### src/rtl/ks_seq_pkg.sv
// Shared types and constants for the Karplus-Strong note sequencer.
package ks_seq_pkg;

  localparam int SEQ_NUM_STEPS  = 8;
  localparam int SEQ_STEP_W     = 3;
  localparam int SEQ_DATA_WIDTH = 8;
  localparam int SEQ_TEMPO_W    = 16;

  // A pattern entry is {rest, period}; the rest flag sits just above the period.
  localparam int SEQ_ENTRY_W = SEQ_DATA_WIDTH + 1;
  localparam int REST_BIT    = SEQ_DATA_WIDTH;

  // Zero-valued tempo / pluck lengths are treated as this many ticks.
  localparam int SEQ_MIN_LEN = 1;

  typedef enum logic [1:0] {
    ST_IDLE  = 2'd0,
    ST_LOAD  = 2'd1,
    ST_PLUCK = 2'd2,
    ST_HOLD  = 2'd3
  } ks_state_e;

  // Builds a pattern entry from its rest flag and period.
  function automatic logic [SEQ_ENTRY_W-1:0] mk_entry(input logic rest,
                                                      input logic [SEQ_DATA_WIDTH-1:0] period);
    logic [SEQ_ENTRY_W-1:0] e;
    e = '0;
    e[SEQ_DATA_WIDTH-1:0] = period;
    e[REST_BIT] = rest;
    return e;
  endfunction

endpackage

### src/rtl/ks_note_sequencer_if.sv
// Pattern write port from the SPI register map into the sequencer.
// Handshake: no backpressure; one entry is written on every clk edge where
// wr_en_i is high, using wr_addr_i/wr_data_i sampled on that same edge.
interface ks_note_sequencer_if #(
  parameter int STEP_W  = 3,
  parameter int ENTRY_W = 9
);
  logic               wr_en_i;
  logic [STEP_W-1:0]  wr_addr_i;
  logic [ENTRY_W-1:0] wr_data_i;

  modport master (output wr_en_i, output wr_addr_i, output wr_data_i);
  modport slave  (input  wr_en_i, input  wr_addr_i, input  wr_data_i);
endinterface

### src/rtl/ks_seq_step_mem.sv
// Pattern register file: synchronous write, combinational read, cleared on reset.
module ks_seq_step_mem
  import ks_seq_pkg::*;
#(
  parameter int NUM_STEPS = SEQ_NUM_STEPS,
  parameter int STEP_W    = SEQ_STEP_W,
  parameter int ENTRY_W   = SEQ_ENTRY_W
) (
  input  logic               clk,
  input  logic               rst_n,
  input  logic               wr_en_i,
  input  logic [STEP_W-1:0]  wr_addr_i,
  input  logic [ENTRY_W-1:0] wr_data_i,
  input  logic [STEP_W-1:0]  rd_addr_i,
  output logic [ENTRY_W-1:0] rd_data_o
);

  logic [ENTRY_W-1:0] mem_q [NUM_STEPS];

  // Entry storage; a read of the address being written returns the old value.
  always_ff @(posedge clk) begin
    if (!rst_n) begin
      for (int i = 0; i < NUM_STEPS; i++) mem_q[i] <= '0;
    end else if (wr_en_i) begin
      mem_q[wr_addr_i] <= wr_data_i;
    end
  end

  assign rd_data_o = mem_q[rd_addr_i];

endmodule

### src/rtl/ks_note_sequencer.sv
// Step sequencer: walks the pattern, presents each period to ks_string and
// issues a pluck pulse timed in sample-rate ticks.
module ks_note_sequencer
  import ks_seq_pkg::*;
#(
  parameter int NUM_STEPS  = SEQ_NUM_STEPS,
  parameter int STEP_W     = SEQ_STEP_W,
  parameter int DATA_WIDTH = SEQ_DATA_WIDTH,
  parameter int TEMPO_W    = SEQ_TEMPO_W
) (
  input  logic                  clk,
  input  logic                  rst_n,
  input  logic                  tick_i,
  input  logic                  start_i,
  input  logic                  stop_i,
  input  logic                  loop_en_i,
  input  logic [STEP_W-1:0]     last_step_i,
  input  logic [TEMPO_W-1:0]    tempo_i,
  input  logic [7:0]            pluck_len_i,
  ks_note_sequencer_if.slave    wr_if,
  output logic [DATA_WIDTH-1:0] period_o,
  output logic                  pluck_o,
  output logic                  busy_o,
  output logic [STEP_W-1:0]     step_o,
  output logic                  step_strobe_o,
  output ks_state_e             state_o
);

  localparam int EntryW = DATA_WIDTH + 1;

  ks_state_e             state_q, state_d;
  logic [STEP_W-1:0]     step_q, step_d;
  logic [TEMPO_W-1:0]    cnt_q, cnt_d;
  logic [DATA_WIDTH-1:0] period_q, period_d;
  logic                  pluck_q, pluck_d;
  logic                  strobe_q, strobe_d;
  logic                  busy_q, busy_d;

  logic [EntryW-1:0]     rd_data;
  logic [TEMPO_W-1:0]    tlen;
  logic [7:0]            plen;
  logic [TEMPO_W:0]      cnt_inc;
  logic                  playing;
  logic                  step_end;
  logic                  pluck_end;
  logic                  at_last;
  logic                  rest_sel;

  ks_seq_step_mem #(
    .NUM_STEPS (NUM_STEPS),
    .STEP_W    (STEP_W),
    .ENTRY_W   (EntryW)
  ) u_mem (
    .clk       (clk),
    .rst_n     (rst_n),
    .wr_en_i   (wr_if.wr_en_i),
    .wr_addr_i (wr_if.wr_addr_i),
    .wr_data_i (wr_if.wr_data_i),
    .rd_addr_i (step_q),
    .rd_data_o (rd_data)
  );

  // Zero lengths behave as one tick so a step can never stall.
  assign tlen      = (tempo_i == '0) ? TEMPO_W'(SEQ_MIN_LEN) : tempo_i;
  assign plen      = (pluck_len_i == '0) ? 8'(SEQ_MIN_LEN) : pluck_len_i;
  assign cnt_inc   = {1'b0, cnt_q} + (TEMPO_W + 1)'(1);
  assign playing   = (state_q == ST_PLUCK) || (state_q == ST_HOLD);
  // ">=" rather than "==" so a live shortening of tempo/pluck length cannot strand the counter.
  assign step_end  = playing && tick_i && (cnt_inc >= {1'b0, tlen});
  assign pluck_end = (state_q == ST_PLUCK) && tick_i && (cnt_inc >= (TEMPO_W + 1)'(plen));
  assign at_last   = (step_q == last_step_i);
  assign rest_sel  = rd_data[DATA_WIDTH];

  // State and registered outputs.
  always_ff @(posedge clk) begin
    if (!rst_n) begin
      state_q  <= ST_IDLE;
      step_q   <= '0;
      cnt_q    <= '0;
      period_q <= '0;
      pluck_q  <= 1'b0;
      strobe_q <= 1'b0;
      busy_q   <= 1'b0;
    end else begin
      state_q  <= state_d;
      step_q   <= step_d;
      cnt_q    <= cnt_d;
      period_q <= period_d;
      pluck_q  <= pluck_d;
      strobe_q <= strobe_d;
      busy_q   <= busy_d;
    end
  end

  // Next-state logic; step end outranks pluck end, stop outranks everything.
  always_comb begin
    state_d = state_q;
    unique case (state_q)
      ST_IDLE:  if (start_i) state_d = ST_LOAD;
      ST_LOAD:  state_d = rest_sel ? ST_HOLD : ST_PLUCK;
      ST_PLUCK: begin
        if (step_end)       state_d = (at_last && !loop_en_i) ? ST_IDLE : ST_LOAD;
        else if (pluck_end) state_d = ST_HOLD;
      end
      ST_HOLD:  if (step_end) state_d = (at_last && !loop_en_i) ? ST_IDLE : ST_LOAD;
      default:  state_d = ST_IDLE;
    endcase
    if (stop_i) state_d = ST_IDLE;
  end

  // Datapath and output next values; a stop freezes step and period.
  always_comb begin
    step_d   = step_q;
    cnt_d    = cnt_q;
    period_d = period_q;
    if (!stop_i) begin
      if ((state_q == ST_IDLE) && start_i) step_d = '0;
      if (state_q == ST_LOAD) begin
        period_d = rd_data[DATA_WIDTH-1:0];
        cnt_d    = '0;
      end else if (playing && tick_i) begin
        cnt_d = cnt_inc[TEMPO_W-1:0];
      end
      if (step_end) begin
        if (!at_last)       step_d = step_q + STEP_W'(1);
        else if (loop_en_i) step_d = '0;
      end
    end
    pluck_d  = (state_d == ST_PLUCK);
    strobe_d = (state_d == ST_LOAD);
    busy_d   = (state_d != ST_IDLE);
  end

  assign period_o      = period_q;
  assign pluck_o       = pluck_q;
  assign busy_o        = busy_q;
  assign step_o        = step_q;
  assign step_strobe_o = strobe_q;
  assign state_o       = state_q;

endmodule

### src/flat_wrapper.sv
// flat-port wrapper written by rule: the top's interface ports become plain ports
module ks_note_sequencer_flat import ks_seq_pkg::*;
#(
  parameter int NUM_STEPS  = SEQ_NUM_STEPS,
  parameter int STEP_W     = SEQ_STEP_W,
  parameter int DATA_WIDTH = SEQ_DATA_WIDTH,
  parameter int TEMPO_W    = SEQ_TEMPO_W
)
  (clk, rst_n, tick_i, start_i, stop_i, loop_en_i, last_step_i, tempo_i, pluck_len_i, period_o, pluck_o, busy_o, step_o, step_strobe_o, state_o, wr_if_wr_en_i, wr_if_wr_addr_i, wr_if_wr_data_i);
  ks_note_sequencer_if #(.STEP_W(STEP_W), .ENTRY_W(9)) wr_if_i ();
  input  logic clk;
  input  logic rst_n;
  input  logic tick_i;
  input  logic start_i;
  input  logic stop_i;
  input  logic loop_en_i;
  input  logic [STEP_W-1:0] last_step_i;
  input  logic [TEMPO_W-1:0] tempo_i;
  input  logic [7:0] pluck_len_i;
  output logic [DATA_WIDTH-1:0] period_o;
  output logic pluck_o;
  output logic busy_o;
  output logic [STEP_W-1:0] step_o;
  output logic step_strobe_o;
  output ks_state_e state_o;
  input wire logic [$bits(wr_if_i.wr_en_i)-1:0] wr_if_wr_en_i;
  input wire logic [$bits(wr_if_i.wr_addr_i)-1:0] wr_if_wr_addr_i;
  input wire logic [$bits(wr_if_i.wr_data_i)-1:0] wr_if_wr_data_i;
  assign wr_if_i.wr_en_i = wr_if_wr_en_i;
  assign wr_if_i.wr_addr_i = wr_if_wr_addr_i;
  assign wr_if_i.wr_data_i = wr_if_wr_data_i;
  ks_note_sequencer #(.NUM_STEPS(NUM_STEPS), .STEP_W(STEP_W), .DATA_WIDTH(DATA_WIDTH), .TEMPO_W(TEMPO_W)) u_core (.clk(clk), .rst_n(rst_n), .tick_i(tick_i), .start_i(start_i), .stop_i(stop_i), .loop_en_i(loop_en_i), .last_step_i(last_step_i), .tempo_i(tempo_i), .pluck_len_i(pluck_len_i), .wr_if(wr_if_i), .period_o(period_o), .pluck_o(pluck_o), .busy_o(busy_o), .step_o(step_o), .step_strobe_o(step_strobe_o), .state_o(state_o));
endmodule
### config.mk
export PLATFORM = sky130hd
export DESIGN_NAME = ks_note_sequencer_flat
export DESIGN_NICKNAME = d
export VERILOG_FILES = /design/src/rtl/ks_seq_pkg.sv /design/src/rtl/ks_note_sequencer_if.sv /design/src/rtl/ks_seq_step_mem.sv /design/src/rtl/ks_note_sequencer.sv /design/src/flat_wrapper.sv
export SDC_FILE = /design/constraint.sdc
export NUM_CORES = 1
export LEC_CHECK = 0
export BUFFER_PORTS_ARGS = -buffer_cell sky130_fd_sc_hd__buf_2
export CORE_MARGIN = 2
export CORE_UTILIZATION = 59
export DETAILED_ROUTE_END_ITERATION = 16
export PLACE_DENSITY = 0.9
export SYNTH_ARGS = -nofsm -noshare
export SYNTH_HDL_FRONTEND = slang
export SYNTH_HIERARCHICAL = 1
export SYNTH_SLANG_ARGS = --single-unit
export TNS_END_PERCENT = 10
### constraint.sdc
create_clock -name clk -period 3.45 [get_ports clk]
set_input_delay 0.5175 -clock clk [delete_from_list [all_inputs] [get_ports clk]]
set_output_delay 0.5175 -clock clk [all_outputs]
set_load 0.05 [all_outputs]
==> impl_results.md, run 1 <==
* Outcome: finished, final reports clean
* Slowest cell on crit path: or4_1
* Number of port buffers at 61
* CP delay by family, top: simple AND/OR/NAND/NOR gates
* Global-route wire length before repair at 22400 um
* Die span in y at 104 um
* TritonCTS clock tree: done
* Root buf cell: clkbuf_8
* ANT cells at 0
* Share of cells above drive strength 1 at 22.9%
* Max transition margin at 27.9%
* Initial antenna violation count at 0
* # DRC at 0
* Largest net degree at the start of global routing at 40
* Total die area at 10900 sq um
* Crit Path Max Fanout at 7
* Syn Nets at 617
* Layout Cell Area excl Fill at 6670 sq um
* HPWL after DPL at 10200 um
* Number of buffers created by CTS at 9
* Slew Limit Fails at 0
* Tot GR Track Use at 26.0%
* Vias/cell at 6.40
* Worst setup EP type: register
* Worst-margin pin slew at 1.08 ns
* Initial drt markers at 272
* CP max stage delay at 0.55 ns
* Count leader, synth: edfxtp_1
* Critical path arrival at 3.61 ns
* Total grt overflow at 0
* Power Internal at 1.78 mW
* Clock Sinks at 104
* IO Count at 62
* Yosys cell types at 62
* WHS at 0.483 ns
* Syn. warnings at 6
* P per Cell Area at 364 nW/um^2
* Die width at 104 um
* Area contributors post-synth: edfxtp_1 37%, dfxtp_1 11%, mux4_1 8.0%, ha_1 5.5%, nor3_1 5.2%
* Buf/Inv on CP at 0
* Crit-path cells: and4_2, nand2_1, or4_1, nand2_1, ha_1, nand4_1, nor2_1, a2111oi_2, o2111ai_1, or3_4, a2111oi_4
* Post-synth ARST share at 0%
* Power share of the sequential group at 57.8%
* Max clock buf depth at 2
* Top cells by count, synth: 72 x edfxtp_1, 62 x nor3_1, 38 x inv_1, 36 x nand2_1
* RD Place Congestion at 0.924
* Clock slew at reported path FFs at 0.12 ns
* Ys flop type: edfxtp_1
* Clk pwr share at 32.9%
* VDD IR max at 0.287 mV
* Final setup violating endpoints at 0
* Setup tns final at 0 ns
* Syn Inst Count at 545
* Worst Setup Start Kind: register
* H-tree Lvls at 3
* Via count of the first global-routing pass at 4532
* Layout area overhead at 12.7%
* Final-report hold violation count at 0
* LEAKAGE at 2.53 nW
* Combinational Power Share at 9.3%
* Hold crit path type: register to register
* MaxCap Viol Count at 0
* DR WL/cell at 19.2 um
* Fillers at 690
* Synth top area share at 36.5%
* Via count at 4734
* Sw Ratio at 26.9%
* #FFs+latches synth at 104
* Hold_buf cts at 0
* Fin crit share at 96.5%
* CP dominant cell by count: nand2_1
* Core Region at 9770 sq um
* Site Rows at 36
* DP Area at 6370 sq um
* Clock insertion delay at the later pin of the skew report at 0.37 ns
* Mapped Avg Cell Area at 10.9 sq um
* Final Skew at 0.0187 ns
* Final net count at 674
* Register area share after synthesis at 47.3%
* Post-synth EDFFs at 72
* Cell accounting for the most synthesized area: edfxtp_1
* Minimum clock period at 3.33 ns
* Peak Freq at 300 MHz
* Initial DRT Pass Iterations at 5
* Worst Path Required at 3.73 ns
* Starting Density at 60.6%
* Detailed Route WL at 14200 um
* Post-route ant nets at 0
* NetSw at 0.653 mW
* Crit path kind: register to register
* Synthesized cell area at 5920 sq um
## timing repair
action	4_1_cts	5_1_grt
resized for setup	0	20
setup buffers	0	3
endpoints found under the setup margin	0	8
## path summary, 6_finish.rpt
kind                                    startpoint            endpoint  slack, ns  cells past startpoint
worst max-delay path               u_core/cnt_q[3]      u_core/pluck_o       0.12                     11
worst min-delay path            u_core/period_o[1]  u_core/period_o[1]       0.48                      2
worst max register to register     u_core/cnt_q[3]      u_core/pluck_o       0.12                     11
worst min register to register  u_core/period_o[1]  u_core/period_o[1]       0.48                      2
## registers in the layout, summed over array words and instances, names as in the netlist
| name | flops |
|---|---|
| u_core/pluck_o | 1 |
| u_core/u_mem/mem_q | 72 |
| u_core/period_o | 8 |
| u_core/state_o | 2 |
| u_core/busy_o | 1 |
| u_core/step_o | 3 |
| u_core/cnt_q | 16 |
| u_core/step_strobe_o | 1 |
## final cells by class
type	instances	area, sq um	area share, %
clock buffers	9	124	1.86
clock inverters	7	96.3	1.44
inverters	38	143	2.14
multi-input cells	363	2830	42.4
flip-flops and latches	104	2820	42.3
well taps	133	166	2.49
repair buffers	86	493	7.39
## cell usage in the layout, fill, tap and decap left out, types with 13 or more instances in the layout
cell,instances
nor2b_1,13
mux4_1,18
nor3_1,61
ha_1,26
buf_2,61
nor4_1,27
nand2_1,36
o21ai_0,20
nor2_1,13
dfxtp_1,24
edfxtp_1,72
inv_1,38
buf_4,25
## power groups by stage
stage	registers, mW	logic (mW)	clock network (mW)
6_report	1.40	0.226	0.800
5_1_grt	1.41	0.246	0.853
4_1_cts	1.41	0.223	0.809
3_5_place_dp	1.43	0.222	0
3_3_place_gp	1.43	0.212	0
2_1_floorplan	1.44	0.129	0
## worst reg2reg max path, cell delays in order, from the launching register on
cell and delay (ns):
dfxtp_4 0.39, and4_2 0.26, nand2_1 0.14, or4_1 0.55, nand2_1 0.12, ha_1 0.25
nand4_1 0.14, nor2_1 0.09, a2111oi_2 0.37, o2111ai_1 0.21, or3_4 0.45, a2111oi_4 0.29
## kinds of logic (layout without fill, tap and decap cells)
| logic type | Yosys count | count (layout) | share of synthesized area (%) |
|---|---|---|---|
| AOI/OAI and AO/OA | 82 | 82 | 9.72 |
| xor gates and xnor gates | 15 | 15 | 2.22 |
| adders and majority gates | 26 | 26 | 5.49 |
| buffers and inverters | 78 | 140 | 5.56 |
| DFF | 104 | 104 | 47.3 |
| muxes | 29 | 29 | 10.0 |
| and+or+nand+nor | 211 | 211 | 19.6 |
## per-layer routing
layer	track usage (%)	up-vias	part of all wire (%)
met5	0	-	0
met4	9.46	0	2.1
met3	3.51	25	7.5
met2	46.2	259	51
met1	32.6	2262	40
li1	-	2188	-
## metrics by stage
stage / setup slack [ns] / cells / util (%) / total power [mW]
3_5_place_dp: 0.0276 / 721 / 65.2 / 1.66
6_report: 0.121 / 740 / 68.3 / 2.43
2_1_floorplan: 0.311 / 545 / - / 1.57
3_3_place_gp: 0.145 / 721 / 65.2 / 1.64
4_1_cts: 0.00664 / 737 / 67.4 / 2.44
5_1_grt: -0.0587 / 740 / 68.3 / 2.51
Note: power is estimated with default switching activity, not from simulation.
==> inputs of run 2 (changes only) <==
--- a/config.mk
+++ b/config.mk
@@ -10,6 +10,7 @@
 export CORE_UTILIZATION = 59
 export DETAILED_ROUTE_END_ITERATION = 16
 export PLACE_DENSITY = 0.9
+export RECOVER_POWER = 50
 export SYNTH_ARGS = -nofsm -noshare
 export SYNTH_HDL_FRONTEND = slang
 export SYNTH_HIERARCHICAL = 1
==> run 2 against run 1 <==
Net effect: clock-buffer cell count stayed put; sequential share of layout area is 0.21 points higher; worst hold slack better by 0.0070 ns; highest routed layer unchanged; utilization is 0.33 points lower; worst setup slack better by 0.0022 ns; final area is 0.49% lower; routed wire length hardly changed; critical path type unchanged; via count is 1.2% lower.
==> impl_results.md, run 2 (synthesis gave the netlist of run 1 again) <==
* Outcome: finished, final reports clean (unchanged)
* Total power at 2.42 mW (was 2.43 mW)
* Crit path kind: register to register (unchanged)
* Via count of the first global-routing pass at 4532 (unchanged)
* Reg-to-Reg End: u_core/pluck_o (unchanged)
* LEAKAGE at 2.46 nW (was 2.53 nW)
* R2R Path Start: u_core/cnt_q[3] (unchanged)
* H-tree Lvls at 3 (unchanged)
* Worst Setup Start Kind: register (unchanged)
* Crit Path Max Fanout at 7 (unchanged)
* Min-delay src: u_core/period_o[1] (unchanged)
* Fillers at 693 (was 690)
* Starting Density at 60.6% (unchanged)
* Minimum clock period at 3.33 ns (about the same)
* Reg-to-reg setup timing slack at 0.12 ns (about the same)
* Power share of the sequential group at 57.9% (was 57.8%)
* Clock Sinks at 104 (unchanged)
* Final Skew at 0.0205 ns (was 0.0187 ns)
* P per Cell Area at 365 nW/um^2 (was 364 nW/um^2)
* Hold crit path type: register to register (unchanged)
* Multi-input logic area at 2830 sq um (unchanged)
* Number of port buffers at 61 (unchanged)
* Site Rows at 36 (unchanged)
* ANT cells at 0 (unchanged)
* Setup tns final at 0 ns (unchanged)
* IO Count at 62 (unchanged)
* Initial antenna violation count at 0 (unchanged)
* Critical path arrival at 3.61 ns (about the same)
* Initial drt markers at 236 (was 272)
* Hold_buf cts at 0 (unchanged)
* Vias/cell at 6.32 (was 6.40)
* VDD IR max at 0.287 mV (about the same)
* Global-route wire length before repair at 22400 um (unchanged)
* Slew Limit Fails at 0 (unchanged)
* Share of cells above drive strength 1 at 20.3% (was 22.9%)
* DR WL/cell at 19.2 um (about the same)
* Fin crit share at 96.4% (was 96.5%)
* NetSw at 0.651 mW (was 0.653 mW)
* Post-route ant nets at 0 (unchanged)
* Commonest non-fill, non-tap cell in the layout: edfxtp_1 (unchanged)
* Total grt overflow at 0 (unchanged)
* MaxCap Viol Count at 0 (unchanged)
* Power Internal at 1.77 mW (was 1.78 mW)
* R2R cell count at 11 (unchanged)
* Detailed Route WL at 14200 um (about the same)
* Most frequent cells in the layout: 72 x edfxtp_1, 61 x nor3_1, 49 x buf_2 (was 72 x edfxtp_1, 61 x buf_2, 61 x nor3_1)
* RD Place Congestion at 0.924 (unchanged)
* Worst Setup EP: u_core/pluck_o (unchanged)
* Number of buffers created by CTS at 9 (unchanged)
* Core Region at 9770 sq um (unchanged)
* Worst Path Required at 3.73 ns (about the same)
* Final net count at 674 (unchanged)
* Peak Freq at 301 MHz (was 300 MHz)
* Worst-margin pin slew at 1.37 ns (was 1.08 ns)
* Worst setup EP type: register (unchanged)
* Root buf cell: clkbuf_8 (unchanged)
* Die span in y at 104 um (unchanged)
* Final core occ at 67.9% (was 68.3%)
* Max clock buf depth at 2 (unchanged)
* Total die area at 10900 sq um (unchanged)
* Clk pwr share at 32.9% (about the same)
* Max transition margin at 8.52% (was 27.9%)
* Tot GR Track Use at 26.0% (unchanged)
* Worst Setup SP: u_core/cnt_q[3] (unchanged)
* Combinational Power Share at 9.2% (was 9.3%)
* Sw Ratio at 26.8% (was 26.9%)
* HPWL after DPL at 10200 um (unchanged)
* DP Area at 6370 sq um (unchanged)
* Final setup violating endpoints at 0 (unchanged)
* TritonCTS clock tree: done (unchanged)
* Clock slew at reported path FFs at 0.12 ns (about the same)
* Clock insertion delay at the later pin of the skew report at 0.37 ns (about the same)
* Max reg flops at 72 (unchanged)
* Final-report hold violation count at 0 (unchanged)
* Layout Cell Area excl Fill at 6640 sq um (was 6670 sq um)
* Reg area at 2820 sq um (unchanged)
* # DRC at 0 (unchanged)
* Die width at 104 um (unchanged)
* Layout area overhead at 12.1% (was 12.7%)
* Largest register by flop count: u_core/u_mem/mem_q (unchanged)
* Largest net degree at the start of global routing at 40 (unchanged)
* Initial DRT Pass Iterations at 5 (unchanged)
* Via count at 4677 (was 4734)
-- run 2: power groups by stage --
| stage | Clock, mW | Sequential (mW) | Combinational (mW) |
|---|---|---|---|
| floorplan | 0 | 1.44 | 0.129 |
| global placement | 0 | 1.43 | 0.212 |
| detailed placement | 0 | 1.43 | 0.222 |
| CTS | 0.809 | 1.41 | 0.223 |
| global route | 0.853 | 1.41 | 0.243 |
| finish | 0.798 | 1.40 | 0.223 |
-- run 2: layout make-up --
cell class / instances / area share [%]
multi-input cells: 363 / 42.6
flip-flops and latches: 104 / 42.5
clock buffers: 9 / 1.87
inverters: 38 / 2.15
repair buffers: 86 / 6.94
well taps: 133 / 2.51
clock inverters: 7 / 1.45
-- run 2: critical path: stages, from the launching register on --
cell and delay (ns):
dfxtp_4 0.39, and4_2 0.26, nand2_1 0.14, or4_1 0.55, nand2_1 0.12, ha_1 0.25, nand4_1 0.14, nor2_1 0.09
a2111oi_2 0.37, o2111ai_1 0.21, or3_4 0.45, a2111oi_4 0.29
-- run 2: through the flow --
| stage | hold slack, ns | std cells | worst slack (ns) |
|---|---|---|---|
| finish | 0.490 | 740 | 0.123 |
| global route | 0.515 | 740 | -0.0587 |
| CTS | 0.485 | 737 | 0.00664 |
| detailed placement | 0.467 | 721 | 0.0276 |
| global placement | 0.450 | 721 | 0.145 |
| floorplan | 0.540 | 545 | 0.311 |
-- run 2: how the worst min path moves through the flow --
stage	endpoint	slack, ns	cells after the start
2_1_floorplan	u_core/cnt_q[13]	0.54	2
3_3_place_gp	u_core/period_o[1]	0.45	2
3_5_place_dp	u_core/period_o[1]	0.47	2
4_1_cts	u_core/period_o[1]	0.49	2
5_1_grt	u_core/period_o[7]	0.52	2
6_report	u_core/period_o[1]	0.49	2
-- run 2: timing repair --
action / CTS / global route
setup buffers: 0 / 3
resized for setup: 0 / 20
endpoints found under the setup margin: 0 / 8
-- run 2: per-layer routing --
layer / vias to the layer above / wire [um] / track usage [%]
met4: 0 / 319 / 9.46
li1: 2184 / - / -
met1: 2216 / 5610 / 32.6
met2: 248 / 7190 / 46.2
met5: - / 0 / 0
met3: 29 / 1070 / 3.51
==> inputs of run 3 (changes only) <==
--- a/config.mk
+++ b/config.mk
@@ -5,14 +5,13 @@
 export SDC_FILE = /design/constraint.sdc
 export NUM_CORES = 1
 export LEC_CHECK = 0
-export BUFFER_PORTS_ARGS = -buffer_cell sky130_fd_sc_hd__buf_2
 export CORE_MARGIN = 2
-export CORE_UTILIZATION = 59
+export CORE_UTILIZATION = 60
 export DETAILED_ROUTE_END_ITERATION = 16
-export PLACE_DENSITY = 0.9
+export DONT_BUFFER_PORTS = 1
+export PLACE_DENSITY = 0.86
 export RECOVER_POWER = 50
 export SYNTH_ARGS = -nofsm -noshare
 export SYNTH_HDL_FRONTEND = slang
-export SYNTH_HIERARCHICAL = 1
 export SYNTH_SLANG_ARGS = --single-unit
 export TNS_END_PERCENT = 10
==> run 3 against run 2 <==
Net effect: maximum frequency is 1.6% higher; critical endpoint is now u_core.busy_o; worst setup slack improved by 0.052 ns; combinational power down 37%; non-clock buffer count down 64; highest routed layer unchanged; first-iteration DRC count fell by 38%.
==> impl_results.md, run 3 <==
* Synth Area in Adders at 5.73% (was 5.49%)
* Fillers at 706 (was 693)
* Area contributors post-synth: edfxtp_1 38%, dfxtp_1 12%, and2_1 8.3%, mux4_2 7.1%, ha_1 5.7% (was edfxtp_1 37%, dfxtp_1 11%, mux4_1 8.0%, ha_1 5.5%, nor3_1 5.2%)
* Via count of the first global-routing pass at 3970 (was 4532)
* Mapped Avg Cell Area at 11.4 sq um (was 10.9 sq um)
* #FFs+latches synth at 107 (was 104)
* WHS at 0.340 ns (was 0.490 ns)
* Post-route ant nets at 0 (unchanged)
* Total die area at 10300 sq um (was 10900 sq um)
* Total grt overflow at 0 (unchanged)
* Ys flop type: edfxtp_1 (unchanged)
* Finished Layout Cells at 635 (was 740)
* Worst setup EP type: register (unchanged)
* Number of buffers created by CTS at 9 (unchanged)
* H-tree Lvls at 3 (unchanged)
* Share of cells above drive strength 1 at 13.2% (was 20.3%)
* Initial antenna violation count at 0 (unchanged)
* Simple-gate share of the synthesized area at 20.4% (was 19.6%)
* R2R Path Start: u_core.cnt_q[1] (was u_core/cnt_q[3])
* Vias/cell at 6.13 (was 6.32)
* Max transition margin at 30.9% (was 8.52%)
* RD Place Congestion at 0.937 (was 0.924)
* Worst Setup SP: u_core.cnt_q[1] (was u_core/cnt_q[3])
* Post-synth EDFFs at 72 (unchanged)
* Syn Inst Count at 500 (was 545)
* Minimum clock period at 3.27 ns (was 3.33 ns)
* Global-route wire length before repair at 19300 um (was 22400 um)
* Initial DRT Pass Iterations at 4 (was 5)
* Layout area overhead at 7.60% (was 12.1%)
* Worst-margin pin slew at 1.03 ns (was 1.37 ns)
* Worst setup margin at 0.176 ns (was 0.123 ns)
* LEAKAGE at 2.24 nW (was 2.46 nW)
* Multiplexer share of the synthesized area at 9.29% (was 10.0%)
* Final Skew at 0.0132 ns (was 0.0205 ns)
* Crit Path Max Fanout at 5 (was 7)
* MaxCap Viol Count at 0 (unchanged)
* Critical path arrival at 3.56 ns (was 3.61 ns)
* Peak Freq at 305 MHz (was 301 MHz)
* Die span in y at 101 um (was 104 um)
* Crit path kind: register to register (unchanged)
* Syn Nets at 572 (was 617)
* Worst Path Required at 3.73 ns (about the same)
* Largest register by flop count: u_core.u_mem.mem_q (was u_core/u_mem/mem_q)
* Synth top area share at 38.1% (was 36.5%)
* Final-report hold violation count at 0 (unchanged)
* P per Cell Area at 377 nW/um^2 (was 365 nW/um^2)
* Most frequent cells in the layout: 72 x edfxtp_1, 44 x and2_1, 42 x nor2_1 (was 72 x edfxtp_1, 61 x nor3_1, 49 x buf_2)
* Total power at 2.30 mW (was 2.42 mW)
* Via count at 3890 (was 4677)
* Hold_buf cts at 0 (unchanged)
* Clock Sinks at 107 (was 104)
* Tot GR Track Use at 25.0% (was 26.0%)
* Cell accounting for the most synthesized area: edfxtp_1 (unchanged)
* RSZ-0062 raised after global routing: yes
* Largest family of logic cells by synthesized area: simple AND/OR/NAND/NOR gates (unchanged)
* Synth Area in Compound Gates at 8.65% (was 9.72%)
* Clock insertion delay at the later pin of the skew report at 0.37 ns (about the same)
* Synthesized cell area at 5680 sq um (was 5920 sq um)
* Fin crit share at 94.9% (was 96.4%)
* Final setup violating endpoints at 0 (unchanged)
* Site Rows at 35 (was 36)
* Yosys cell types at 56 (was 62)
* Number of port buffers at 0 (was 61)
* IO Count at 62 (unchanged)
* Synth Area in XOR/XNOR at 2.77% (was 2.22%)
* Hold crit path type: input pin to register (was register to register)
* Die width at 101 um (was 104 um)
* Max reg flops at 72 (unchanged)
* Setup tns final at 0 ns (unchanged)
* Register area share after synthesis at 50.4% (was 47.3%)
* Slew Limit Fails at 0 (unchanged)
* Starting Density at 61.8% (was 60.6%)
* Clock slew at reported path FFs at 0.11 ns (was 0.12 ns)
* VDD IR max at 0.221 mV (was 0.287 mV)
* ANT cells at 0 (unchanged)
* Core Region at 9200 sq um (was 9770 sq um)
* DP Worst Slack at 0.0724 ns (was 0.0276 ns)
* Outcome: finished, final reports clean (unchanged)
* HPWL after DPL at 9210 um (was 10200 um)
* Final net count at 591 (was 674)
* Inst Count DP at 618 (was 721)
* Detailed Route WL at 12400 um (was 14200 um)
* Initial drt markers at 146 (was 236)
* DR WL/cell at 19.5 um (was 19.2 um)
* Root buf cell: clkbuf_8 (unchanged)
* # DRC at 0 (unchanged)
* Largest net degree at the start of global routing at 29 (was 40)
* Post-synth ARST share at 0% (unchanged)
* Min-delay src: wr_if_wr_data_i[2] (was u_core/period_o[1])
* Commonest non-fill, non-tap cell in the layout: edfxtp_1 (unchanged)
* Max clock buf depth at 2 (unchanged)
* TritonCTS clock tree: done (unchanged)
* Syn. warnings at 0 (was 6)
* Top cells by count, synth: 75 x and2_1, 72 x edfxtp_1, 42 x nor2_1, 35 x dfxtp_1 (was 72 x edfxtp_1, 62 x nor3_1, 38 x inv_1, 36 x nand2_1)
* Worst Setup Start Kind: register (unchanged)
* Count leader, synth: and2_1 (was edfxtp_1)
[run 3: critical path: stages, from the launching register on]
cell     delay [ns]
dfxtp_2        0.36
ha_2           0.21
and4_1         0.23
buf_4          0.15
nor4b_2        0.22
xor2_1         0.32
ha_1           0.22
nand3_1        0.13
nor4_1         0.29
nand3_1        0.12
and3_1         0.20
o21ai_1        0.17
mux2_2         0.37
o32ai_1        0.21
[run 3: cell type report]
type	count	area [sq um]	share of cell area [%]
clock buffers	10	128	2.09
clock inverters	6	47.5	0.778
flip-flops and latches	107	2870	46.9
multi-input cells	352	2700	44.1
repair buffers	22	135	2.21
inverters	27	101	1.66
well taps	111	139	2.27
[run 3: final timing paths]
check / end / slack [ns] / cells after the start
worst min register to register: u_core.cnt_q[1] / 0.54 / 2
worst max register to register: u_core.busy_o / 0.18 / 13
worst min-delay path: u_core.u_mem.mem_q[2][2] / 0.34 / 1
worst max-delay path: u_core.busy_o / 0.18 / 13
[run 3: cell families (layout without fill, tap and decap cells)]
logic type	count (synthesis)	count (layout)
AO/OA/AOI/OAI	75	75
adder cells (fa/ha/maj)	26	26
XOR/XNOR	18	18
AND/OR/NAND/NOR	203	203
buffers and inverters	41	65
flip-flops	107	107
multiplexers	30	30
[run 3: repair_timing]
action	CTS	global route
setup endpoints to repair	0	11
buffers inserted	0	1
resized for setup	0	10
[run 3: through the flow]
step                      util [%]  area (sq um)
after floorplan                  -          5680
after global placement        64.4          5930
after detailed placement      64.4          5930
after CTS                     66.4          6100
after global routing          66.5          6110
final                         66.5          6110
[run 3: power breakdown]
group          internal (mW)  switching (mW)
Clock                  0.268           0.434
Sequential              1.43          0.0371
Combinational         0.0549          0.0850
Total                   1.75           0.556
[run 3: per-layer routing]
metal  share of wire, %  vias up  global-route usage [%]
met1                 38     1885                    26.4
met5                  0        -                       0
met4                2.7        0                    10.1
li1                   -     1875                       -
met2                 55      107                    48.4
met3                4.9       23                    4.76
